**config.mk**
```make
export PLATFORM = sky130hd
export DESIGN_NAME = knap_search_ctrl
export DESIGN_NICKNAME = d
export VERILOG_FILES = /design/src/rtl/knap_pkg.sv /design/src/rtl/knap_constraint_eval.sv /design/src/rtl/knap_search_ctrl.sv
export SDC_FILE = /design/constraint.sdc
export NUM_CORES = 1
export LEC_CHECK = 0
export ABC_CLOCK_PERIOD_IN_PS = 2750
export CORE_UTILIZATION = 49
export CTS_BUF_LIST = sky130_fd_sc_hd__clkbuf_16
export CTS_CLUSTER_SIZE = 20
export DETAILED_ROUTE_END_ITERATION = 10
export PLACE_DENSITY = 0.73
export SLEW_MARGIN = 20
export SYNTH_ARGS = -nofsm -noshare
export SYNTH_HDL_FRONTEND = slang
export SYNTH_SLANG_ARGS = --single-unit
```
**constraint.sdc**
```tcl
create_clock -name clk -period 2.75 [get_ports clk]
set_input_delay 0.55 -clock clk [delete_from_list [all_inputs] [get_ports clk]]
set_output_delay 0.55 -clock clk [all_outputs]
set_load 0.01 [all_outputs]
```
**src/rtl/knap_pkg.sv**
```systemverilog
// -----------------------------------------------------------------------------
// knap_pkg
// Shared definitions for the knapsack brute-force search controller.
//   N_ITEMS_DEF / VAL_W_DEF : default item count and coefficient width
//   acc_width()             : accumulator width that can never wrap
//   knap_state_t            : controller state encoding
// -----------------------------------------------------------------------------
package knap_pkg;

  localparam int N_ITEMS_DEF = 5;
  localparam int VAL_W_DEF   = 7;

  // A sum of n_items values of val_w bits each fits in val_w + clog2(n+1) bits.
  function automatic int acc_width(input int n_items, input int val_w);
    return val_w + $clog2(n_items + 1);
  endfunction

  typedef enum logic [1:0] {
    IDLE,
    ACCUM,
    EVAL,
    DONE
  } knap_state_t;

endpackage

```
**src/rtl/knap_constraint_eval.sv**
```systemverilog
// -----------------------------------------------------------------------------
// knap_constraint_eval
// Combinational feasibility check for one subset.
//   value_sum, weight_sum, volume_sum : accumulated totals (ACC_W)
//   min_value, max_weight, max_volume : limits (VAL_W), zero-extended here
//   valid                             : all three constraints satisfied
// -----------------------------------------------------------------------------
module knap_constraint_eval #(
  parameter int VAL_W = 7,
  parameter int ACC_W = 10
) (
  input  logic [ACC_W-1:0] value_sum,
  input  logic [ACC_W-1:0] weight_sum,
  input  logic [ACC_W-1:0] volume_sum,
  input  logic [VAL_W-1:0] min_value,
  input  logic [VAL_W-1:0] max_weight,
  input  logic [VAL_W-1:0] max_volume,
  output logic             valid
);

  logic [ACC_W-1:0] min_value_ext;
  logic [ACC_W-1:0] max_weight_ext;
  logic [ACC_W-1:0] max_volume_ext;

  assign min_value_ext  = ACC_W'(min_value);
  assign max_weight_ext = ACC_W'(max_weight);
  assign max_volume_ext = ACC_W'(max_volume);

  assign valid = (value_sum  >= min_value_ext)  &&
                 (weight_sum <= max_weight_ext) &&
                 (volume_sum <= max_volume_ext);

endmodule

```
**src/rtl/knap_search_ctrl.sv**
```systemverilog
// -----------------------------------------------------------------------------
// knap_search_ctrl
// Serial brute-force knapsack search. Every subset mask is visited in
// ascending order; each subset spends N_ITEMS cycles in ACCUM (one item per
// cycle through a single shared adder set) and one cycle in EVAL.
//
// Ports:
//   clk, rst_n      : clock, asynchronous active-low reset
//   start           : begin a search (sampled only in IDLE)
//   abort           : cancel a search in ACCUM/EVAL; results are cleared
//   item_value/weight/volume : packed per-item coefficients, item i at
//                     [i*VAL_W +: VAL_W]; snapshotted when start is accepted
//   min_value, max_weight, max_volume : subset limits (snapshotted)
//   busy            : search in progress (start-accept edge to leaving DONE)
//   done            : one-cycle completion pulse
//   found, best_mask, best_value, valid_count : search results, held in IDLE
//
// Build option: define KNAP_EARLY_EXIT_EN to stop at the first valid subset.
// -----------------------------------------------------------------------------
module knap_search_ctrl
  import knap_pkg::*;
#(
  parameter  int N_ITEMS = N_ITEMS_DEF,
  parameter  int VAL_W   = VAL_W_DEF,
  localparam int ACC_W   = acc_width(N_ITEMS, VAL_W)
) (
  input  logic                     clk,
  input  logic                     rst_n,
  input  logic                     start,
  input  logic                     abort,
  input  logic [N_ITEMS*VAL_W-1:0] item_value,
  input  logic [N_ITEMS*VAL_W-1:0] item_weight,
  input  logic [N_ITEMS*VAL_W-1:0] item_volume,
  input  logic [VAL_W-1:0]         min_value,
  input  logic [VAL_W-1:0]         max_weight,
  input  logic [VAL_W-1:0]         max_volume,
  output logic                     busy,
  output logic                     done,
  output logic                     found,
  output logic [N_ITEMS-1:0]       best_mask,
  output logic [ACC_W-1:0]         best_value,
  output logic [N_ITEMS:0]         valid_count
);

  localparam int IDX_W = (N_ITEMS > 1) ? $clog2(N_ITEMS) : 1;
  localparam logic [IDX_W-1:0] IDX_LAST = IDX_W'(N_ITEMS - 1);

`ifdef KNAP_EARLY_EXIT_EN
  localparam bit EARLY_EXIT = 1'b1;
`else
  localparam bit EARLY_EXIT = 1'b0;
`endif

  knap_state_t state, state_next;

  // Configuration snapshot taken at start accept.
  logic [N_ITEMS*VAL_W-1:0] cfg_value;
  logic [N_ITEMS*VAL_W-1:0] cfg_weight;
  logic [N_ITEMS*VAL_W-1:0] cfg_volume;
  logic [VAL_W-1:0]         cfg_min_value;
  logic [VAL_W-1:0]         cfg_max_weight;
  logic [VAL_W-1:0]         cfg_max_volume;

  logic [N_ITEMS-1:0] mask;
  logic [IDX_W-1:0]   idx;
  logic [ACC_W-1:0]   value_sum;
  logic [ACC_W-1:0]   weight_sum;
  logic [ACC_W-1:0]   volume_sum;

  logic [VAL_W-1:0] cur_value;
  logic [VAL_W-1:0] cur_weight;
  logic [VAL_W-1:0] cur_volume;
  logic             item_sel;
  logic             subset_valid;
  logic             eval_exit;

  assign cur_value  = cfg_value [int'(idx)*VAL_W +: VAL_W];
  assign cur_weight = cfg_weight[int'(idx)*VAL_W +: VAL_W];
  assign cur_volume = cfg_volume[int'(idx)*VAL_W +: VAL_W];
  assign item_sel   = mask[idx];

  knap_constraint_eval #(
    .VAL_W (VAL_W),
    .ACC_W (ACC_W)
  ) u_eval (
    .value_sum  (value_sum),
    .weight_sum (weight_sum),
    .volume_sum (volume_sum),
    .min_value  (cfg_min_value),
    .max_weight (cfg_max_weight),
    .max_volume (cfg_max_volume),
    .valid      (subset_valid)
  );

  // The last mask always finishes; early exit also finishes on a hit.
  assign eval_exit = (&mask) || (EARLY_EXIT && subset_valid);

  // ---------------------------------------------------------------------------
  // State register
  // ---------------------------------------------------------------------------
  // NOTE: sequential state uses non-blocking (<=) so every flop samples the
  // pre-edge values of its neighbours, independent of statement order.
  always_ff @(posedge clk or negedge rst_n) begin
    if (!rst_n) state <= IDLE;
    else        state <= state_next;
  end

  // ---------------------------------------------------------------------------
  // Next-state logic
  // ---------------------------------------------------------------------------
  // NOTE: state_next gets a default before the case so no path leaves it
  // unassigned, which would otherwise infer a latch.
  always_comb begin
    state_next = state;
    unique case (state)
      IDLE:    if (start) state_next = ACCUM;
      ACCUM: begin
        if (abort)                 state_next = IDLE;
        else if (idx == IDX_LAST)  state_next = EVAL;
      end
      EVAL: begin
        if (abort)          state_next = IDLE;
        else if (eval_exit) state_next = DONE;
        else                state_next = ACCUM;
      end
      DONE:    state_next = IDLE;
      default: state_next = IDLE;
    endcase
  end

  // ---------------------------------------------------------------------------
  // Datapath and result registers
  // ---------------------------------------------------------------------------
  // NOTE: the configuration snapshot is reset along with everything else; it
  // is a handful of flops, not a RAM, so a reset costs nothing and keeps the
  // post-reset state fully defined.
  always_ff @(posedge clk or negedge rst_n) begin
    if (!rst_n) begin
      cfg_value      <= '0;
      cfg_weight     <= '0;
      cfg_volume     <= '0;
      cfg_min_value  <= '0;
      cfg_max_weight <= '0;
      cfg_max_volume <= '0;
      mask           <= '0;
      idx            <= '0;
      value_sum      <= '0;
      weight_sum     <= '0;
      volume_sum     <= '0;
      found          <= 1'b0;
      best_mask      <= '0;
      best_value     <= '0;
      valid_count    <= '0;
      busy           <= 1'b0;
      done           <= 1'b0;
    end else begin
      // done is registered from DONE, so it pulses on the edge DONE is left.
      done <= (state == DONE);

      unique case (state)
        IDLE: begin
          if (start) begin
            cfg_value      <= item_value;
            cfg_weight     <= item_weight;
            cfg_volume     <= item_volume;
            cfg_min_value  <= min_value;
            cfg_max_weight <= max_weight;
            cfg_max_volume <= max_volume;
            mask           <= '0;
            idx            <= '0;
            value_sum      <= '0;
            weight_sum     <= '0;
            volume_sum     <= '0;
            found          <= 1'b0;
            best_mask      <= '0;
            best_value     <= '0;
            valid_count    <= '0;
            busy           <= 1'b1;
          end
        end

        ACCUM: begin
          if (abort) begin
            found       <= 1'b0;
            best_mask   <= '0;
            best_value  <= '0;
            valid_count <= '0;
            busy        <= 1'b0;
          end else begin
            if (item_sel) begin
              value_sum  <= value_sum  + ACC_W'(cur_value);
              weight_sum <= weight_sum + ACC_W'(cur_weight);
              volume_sum <= volume_sum + ACC_W'(cur_volume);
            end
            idx <= idx + 1'b1;
          end
        end

        EVAL: begin
          if (abort) begin
            found       <= 1'b0;
            best_mask   <= '0;
            best_value  <= '0;
            valid_count <= '0;
            busy        <= 1'b0;
          end else begin
            if (subset_valid) begin
              valid_count <= valid_count + 1'b1;
              // Strict '>' keeps the earlier (lower) mask on a tie.
              if (!found || (value_sum > best_value)) begin
                best_mask  <= mask;
                best_value <= value_sum;
                found      <= 1'b1;
              end
            end
            if (!eval_exit) begin
              mask       <= mask + 1'b1;
              idx        <= '0;
              value_sum  <= '0;
              weight_sum <= '0;
              volume_sum <= '0;
            end
          end
        end

        DONE:    busy <= 1'b0;
        default: busy <= 1'b0;
      endcase
    end
  end

endmodule

```
Word level (Yosys, flattened, before mapping)
Cells that the tools add are included.
{"block": "op_classes", "add_sub_neg": 6, "n_mul": 1, "magnitude_cmp": 5, "eq_ne": 14, "shifts": 3, "n_mux": 52, "reduce_logical": 17}
{"cell": "10-bit two-way mux", "count": 13}
{"cell": "10-bit case mux with 3 select lines", "count": 4}
{"cell": "35-bit by 32-bit indexed part select with 7-bit output", "count": 2}
{"cell": "5-bit two-way mux", "count": 7}
{"cell": "35-bit by 7-bit indexed part select with 7-bit output", "count": 1}
{"cell": "10-bit by 7-bit adder with 10-bit output", "count": 3}
{"cell": "6-bit two-way mux", "count": 4}
{"cell": "10-bit by 7-bit <= comparator with 1-bit output", "count": 2}
{"cell": "6-bit case mux with 3 select lines", "count": 1}
{"cell": "5-bit case mux with 3 select lines", "count": 1}
{"cell": "5-bit AND reduction", "count": 3}
{"cell": "3-bit two-way mux", "count": 4}
{"cell": "2-bit != test (second input constant)", "count": 6}
{"cell": "10-bit by 7-bit greater-or-equal comparator with 1-bit output", "count": 1}
{"cell": "10-bit > comparator", "count": 1}
{"cell": "2-bit two-way mux", "count": 5}
{"cell": "5-bit case mux with 2 select lines", "count": 1}
{"cell": "3-bit != test (second input constant)", "count": 3}
{"cell": "3-bit case mux with 3 select lines", "count": 1}
{"cell": "2-bit case mux with 4 select lines", "count": 1}
{"cell": "4-bit AND reduction", "count": 2}
{"cell": "1-bit two-way mux", "count": 7}
{"cell": "6-bit by 1-bit adder with 6-bit output (second input constant)", "count": 1}
{"cell": "3-bit by 3-bit multiplier with 6-bit output (second input constant)", "count": 1}
{"cell": "other kinds (18)", "count": 23}
{"block": "totals", "ff_bits": 190, "out_inout_bits": 24}

Depth between registers and ports, before layout
{"block": "depth", "depth_word": 6, "mapped_depth": 15}

Cells and area by module
A second synthesis with hierarchy kept.
{"block": "hier_totals", "cells_unflattened": 901, "hier_area_um2": 10172.3}
{"module": "knap_search_ctrl", "instances": 1, "cells_each": 822, "area_each_um2": 9581.7}
{"module": "knap_constraint_eval", "instances": 1, "cells_each": 79, "area_each_um2": 590.6}

Worst setup path after synthesis
No wires, ideal clock.
{"block": "synth_timing", "path_kind": "register to register", "startpoint": "reg idx[2]", "endpoint": "reg value_sum[8]", "setup_ns": 0.079, "t_arrival_ns": 2.916, "path_slack_ns": -0.246, "stages_incl_launch_ff": 16, "n_path_buf": 2, "period_less_slack_ns": 2.996, "path_cell_list": "dfrtp_1 -> clkbuf_1 -> buf_1 -> mux2i_1 -> nor2_1 -> a21oi_1 -> o22ai_1 -> ha_1 -> inv_1 -> fa_1 -> nor2b_1 -> o21ai_0 -> a21oi_1 -> o31a_1 -> o211ai_1 -> mux2i_1"}
{"block": "synth_between", "elab_chain_len": 6}
{"item": "start, declared", "line_no": "knap_search_ctrl.sv:65", "rtl": "logic [IDX_W-1:0] idx;"}
{"item": "start signal, assigned", "line_no": "knap_search_ctrl.sv:195", "rtl": "idx <= idx + 1'b1;"}
{"item": "3-bit by 3-bit multiplier with 6-bit output", "line_no": "knap_search_ctrl.sv:77", "rtl": "assign cur_value = cfg_value [int'(idx)*VAL_W +: VAL_W];"}
{"item": "35-bit by 32-bit indexed part select with 7-bit output", "line_no": "knap_search_ctrl.sv:77"}
{"item": "10-bit by 7-bit adder with 10-bit output", "line_no": "knap_search_ctrl.sv:191", "rtl": "value_sum <= value_sum + ACC_W'(cur_value);"}
{"item": "10-bit two-way mux", "line_no": "knap_search_ctrl.sv:190", "rtl": "if (item_sel) begin"}
{"item": "10-bit two-way mux", "line_no": "knap_search_ctrl.sv:183", "rtl": "if (abort) begin"}
{"item": "10-bit case mux with 3 select lines", "line_no": "knap_search_ctrl.sv:160", "rtl": "unique case (state)"}
{"item": "end signal, assigned", "line_no": "knap_search_ctrl.sv:191"}
{"item": "end, declared", "line_no": "knap_search_ctrl.sv:66", "rtl": "logic [ACC_W-1:0] value_sum;"}
Parallel ways exist; a longest one is shown, timed or not. The select of a mux whose other input is x is not followed.
A chain may end at the register's enable or synchronous reset.

Final worst setup path
{"block": "layout_timing", "startpoint": "reg idx[0]", "endpoint": "reg value_sum[8]"}
The elaborated chain is that of the path after synthesis.

==> metrics.txt <==
status=complete, no violations; # diodes=0; clock root buffer=clkbuf_16; clock skew=0.0124 ns; CTS Hold Buffers Added=0; Slew Limit Fails=0; Clock Latency Late Sink=0.45 ns; Final Cell Area=13100 µm²; Seq/Total Area, Yosys=0.474; routed via count=7551; DP Cell Count=1324; H-Tree Depth=4; dpl cell area=12200 µm²; CP arrival=3.10 ns; WL final=23800 µm; combinational power share=0.455; die width=145 µm; final period utilization=0.994; MaxCap Viol Count=0; DP Wirelength=17500 µm; port bufs=153; post-synthesis register bit count=190; Worst EP required=3.11 ns; reg2reg start=idx[0]; Sw Pwr=4.64 mW; GRT Util Overall=0.230; top layer in use=met4; vias per cell=5.50; Hold Path Class=in -> async; crit path launch=idx[0]; RSZ-0062 raised after global routing=true; syn_area_per_cell=11.2 µm²; Reg power frac=0.356; Routed met1 length=11200 µm; sw frac=0.369; Met3 Wirelength=1070 µm; Nets=1289; PwrDens=959 nW/µm²; Netlist Area Pre-Place=10000 µm²; routed wl met2=11100 µm; core area=19800 µm²; area of the multi-input gates=5020 µm²; Routed Antenna Nets=0; max_slew headroom=0.578; slew of the pin with the lowest slew margin=0.634 ns; Rows=51; die boundary height=145 µm; clock power share=0.188; DRC Markers=0; syn_nets=1086; Placer Congestion=0.837; Post-Synthesis Cells=892; Setup-failing EPs final=0; WS Path Type=reg -> reg; total CTS buffers=17; Longest Clk Path Bufs=2; vias in the first global route=7534; final cell count without fillers=1373; clk slew on worst S/H paths=0.07 ns; Internal=7.94 mW; area of the die=21000 µm²; CP Capture Type=flop; Final Hold Fails=0; Top Ports=154; Starting DRT DRC Count=317; Fmax=366 MHz; Initial Utilization=0.507; layout cells sized above 1=0.266; VDD IR max=562 µV; Startpoint Class=flop; Yosys cell types=59; total gr overflow=0; filler instances=1536; worst-path fanout max=16; worst hold slack=0.127 ns; Synth warnings=0; first-pass GRT wire length=38500 µm; largest net degree at the start of global routing=75; initial antenna violation count=0; TritonCTS Sinks=190; CTS tree=built; area delta synth->final=30.9%; Pwr Total=12.6 mW; DR pass1 iterations=5; Final min period=2.73 ns; Post-synth EDFFs=0; ys flop type=dfrtp_1; Synth async-reset ratio=1.00; wire per inst=17.3 µm; Pleak=5.68 nW; register area=4760 µm²
power by group through the flow:
stage	combinational (mW)	sequential, mW	clock, mW
floorplan	3.80	4.26	0
global placement	5.20	4.48	0
detailed placement	5.34	4.51	0
CTS	5.40	4.46	2.41
global route	6.31	4.61	2.52
finish	5.73	4.48	2.37
layer usage:
layer	up-vias	GRT usage
li1	3605	-
met5	-	0
met3	24	0.0412
met1	3733	0.330
met2	189	0.354
met4	0	0.0718
worst max-delay path: stages (launching register included):
cell and delay, ns:
dfrtp_2 0.40, buf_4 0.27, mux2i_2 0.31, o22ai_1 0.14, ha_1 0.33, nor2b_2 0.17, o21ai_2 0.18, a21oi_2 0.10
o31a_1 0.32, o211ai_1 0.22, mux2i_1 0.21
layout make-up:
cell class / count / area share
Sequential cell: 190 / 0.363
Clock inverter: 15 / 0.00963
Tap cell: 265 / 0.0253
Clock buffer: 17 / 0.0324
Multi-Input combinational cell: 591 / 0.383
Inverter: 70 / 0.0200
Timing Repair Buffer: 225 / 0.167
state kept, by name, indices dropped and copies added (netlist names):
register and flops:
found 1, best_mask 5, done 1, cfg_max_volume 7
best_value 10, cfg_weight 35, cfg_volume 35, volume_sum 10
cfg_max_weight 7, cfg_min_value 7, idx 3, weight_sum 10
value_sum 10, cfg_value 35, valid_count 6, mask 5
busy 1, state 2
stage by stage:
step | TNS [ns] | utilization | setup slack, ns
floorplan | 0 | - | 0.0102
global placement | 0 | 0.619 | 0.0243
detailed placement | -0.125 | 0.619 | -0.0605
CTS | 0 | 0.647 | 0.0106
global route | -0.674 | 0.663 | -0.150
finish | 0 | 0.663 | 0.0165
cells in the mapped netlist, drive strengths merged, types with 9 or more instances:
| master | n | area, µm² |
|---|---|---|
| nand2 | 51 | 191 |
| ha | 61 | 763 |
| buf | 11 | 63.8 |
| dfrtp | 190 | 4750 |
| nor2 | 45 | 169 |
| o21a | 9 | 67.6 |
| inv | 70 | 263 |
| clkbuf | 30 | 113 |
| o22ai | 41 | 319 |
| a21oi | 43 | 219 |
| nor2b | 11 | 68.8 |
| o211ai | 9 | 72.6 |
| o21ai | 33 | 165 |
| mux2i | 43 | 430 |
| nand3 | 19 | 95.1 |
| mux2 | 128 | 1440 |
repair_timing:
action | CTS | global route
gates resized for setup | 7 | 47
buffers inserted | 0 | 17
pin swaps | 2 | 29
endpoints found under the setup margin | 7 | 14
final timing paths:
check,end,cells past startpoint,slack (ns)
hold reg to reg,cfg_volume[19],1,0.51
min in group clk,cfg_volume[19],1,0.51
setup reg to reg,value_sum[8],10,0.02
setup / recovery,value_sum[8],10,0.02
max in group asynchronous,idx[2],2,1.89
hold / removal,mask[1],1,0.13
cell usage in the layout (no fill, tap or decap), types with 3 or more instances in the layout:
cell / synthesis / final
o21ai_1: 0 / 3
dfrtp_2: 0 / 3
nand2b_1: 6 / 5
a21oi_2: 1 / 12
nand3_1: 19 / 19
inv_6: 0 / 3
o211ai_1: 8 / 8
mux2i_1: 43 / 40
and3_1: 4 / 4
a32o_1: 4 / 4
o22ai_2: 10 / 13
nand4_1: 5 / 5
nor2_1: 45 / 44
inv_8: 0 / 6
nor3_1: 6 / 6
a21oi_1: 42 / 31
o21a_1: 9 / 9
ha_1: 61 / 58
ha_2: 0 / 3
a211oi_2: 1 / 3
clkbuf_16: 0 / 17
buf_4: 1 / 61
xor2_1: 8 / 8
xnor2_1: 4 / 3
a21o_1: 8 / 8
o31ai_1: 4 / 3
inv_1: 70 / 70
nand2_1: 51 / 50
or4_1: 5 / 5
buf_12: 0 / 9
nor2b_1: 11 / 9
dfrtp_1: 190 / 187
mux2_2: 128 / 128
o22ai_1: 31 / 27
mux2i_2: 0 / 3
or3_1: 6 / 6
clkdlybuf4s50_1: 0 / 152
fa_2: 0 / 3
o21ai_0: 33 / 27
o21ai_2: 0 / 3
cell families (layout without fill, tap and decap cells):
| family | count (synthesis) | in the layout | synth area share |
|---|---|---|---|
| buffers and inverters | 111 | 327 | 0.0438 |
| AND/OR/NAND/NOR | 166 | 166 | 0.0791 |
| XOR/XNOR | 12 | 12 | 0.0105 |
| flip-flops | 190 | 190 | 0.474 |
| AO/OA/AOI/OAI | 176 | 176 | 0.119 |
| adder cells (fa/ha/maj) | 64 | 64 | 0.0821 |
| multiplexers | 173 | 173 | 0.191 |
Power figures use the tool's default switching activity.
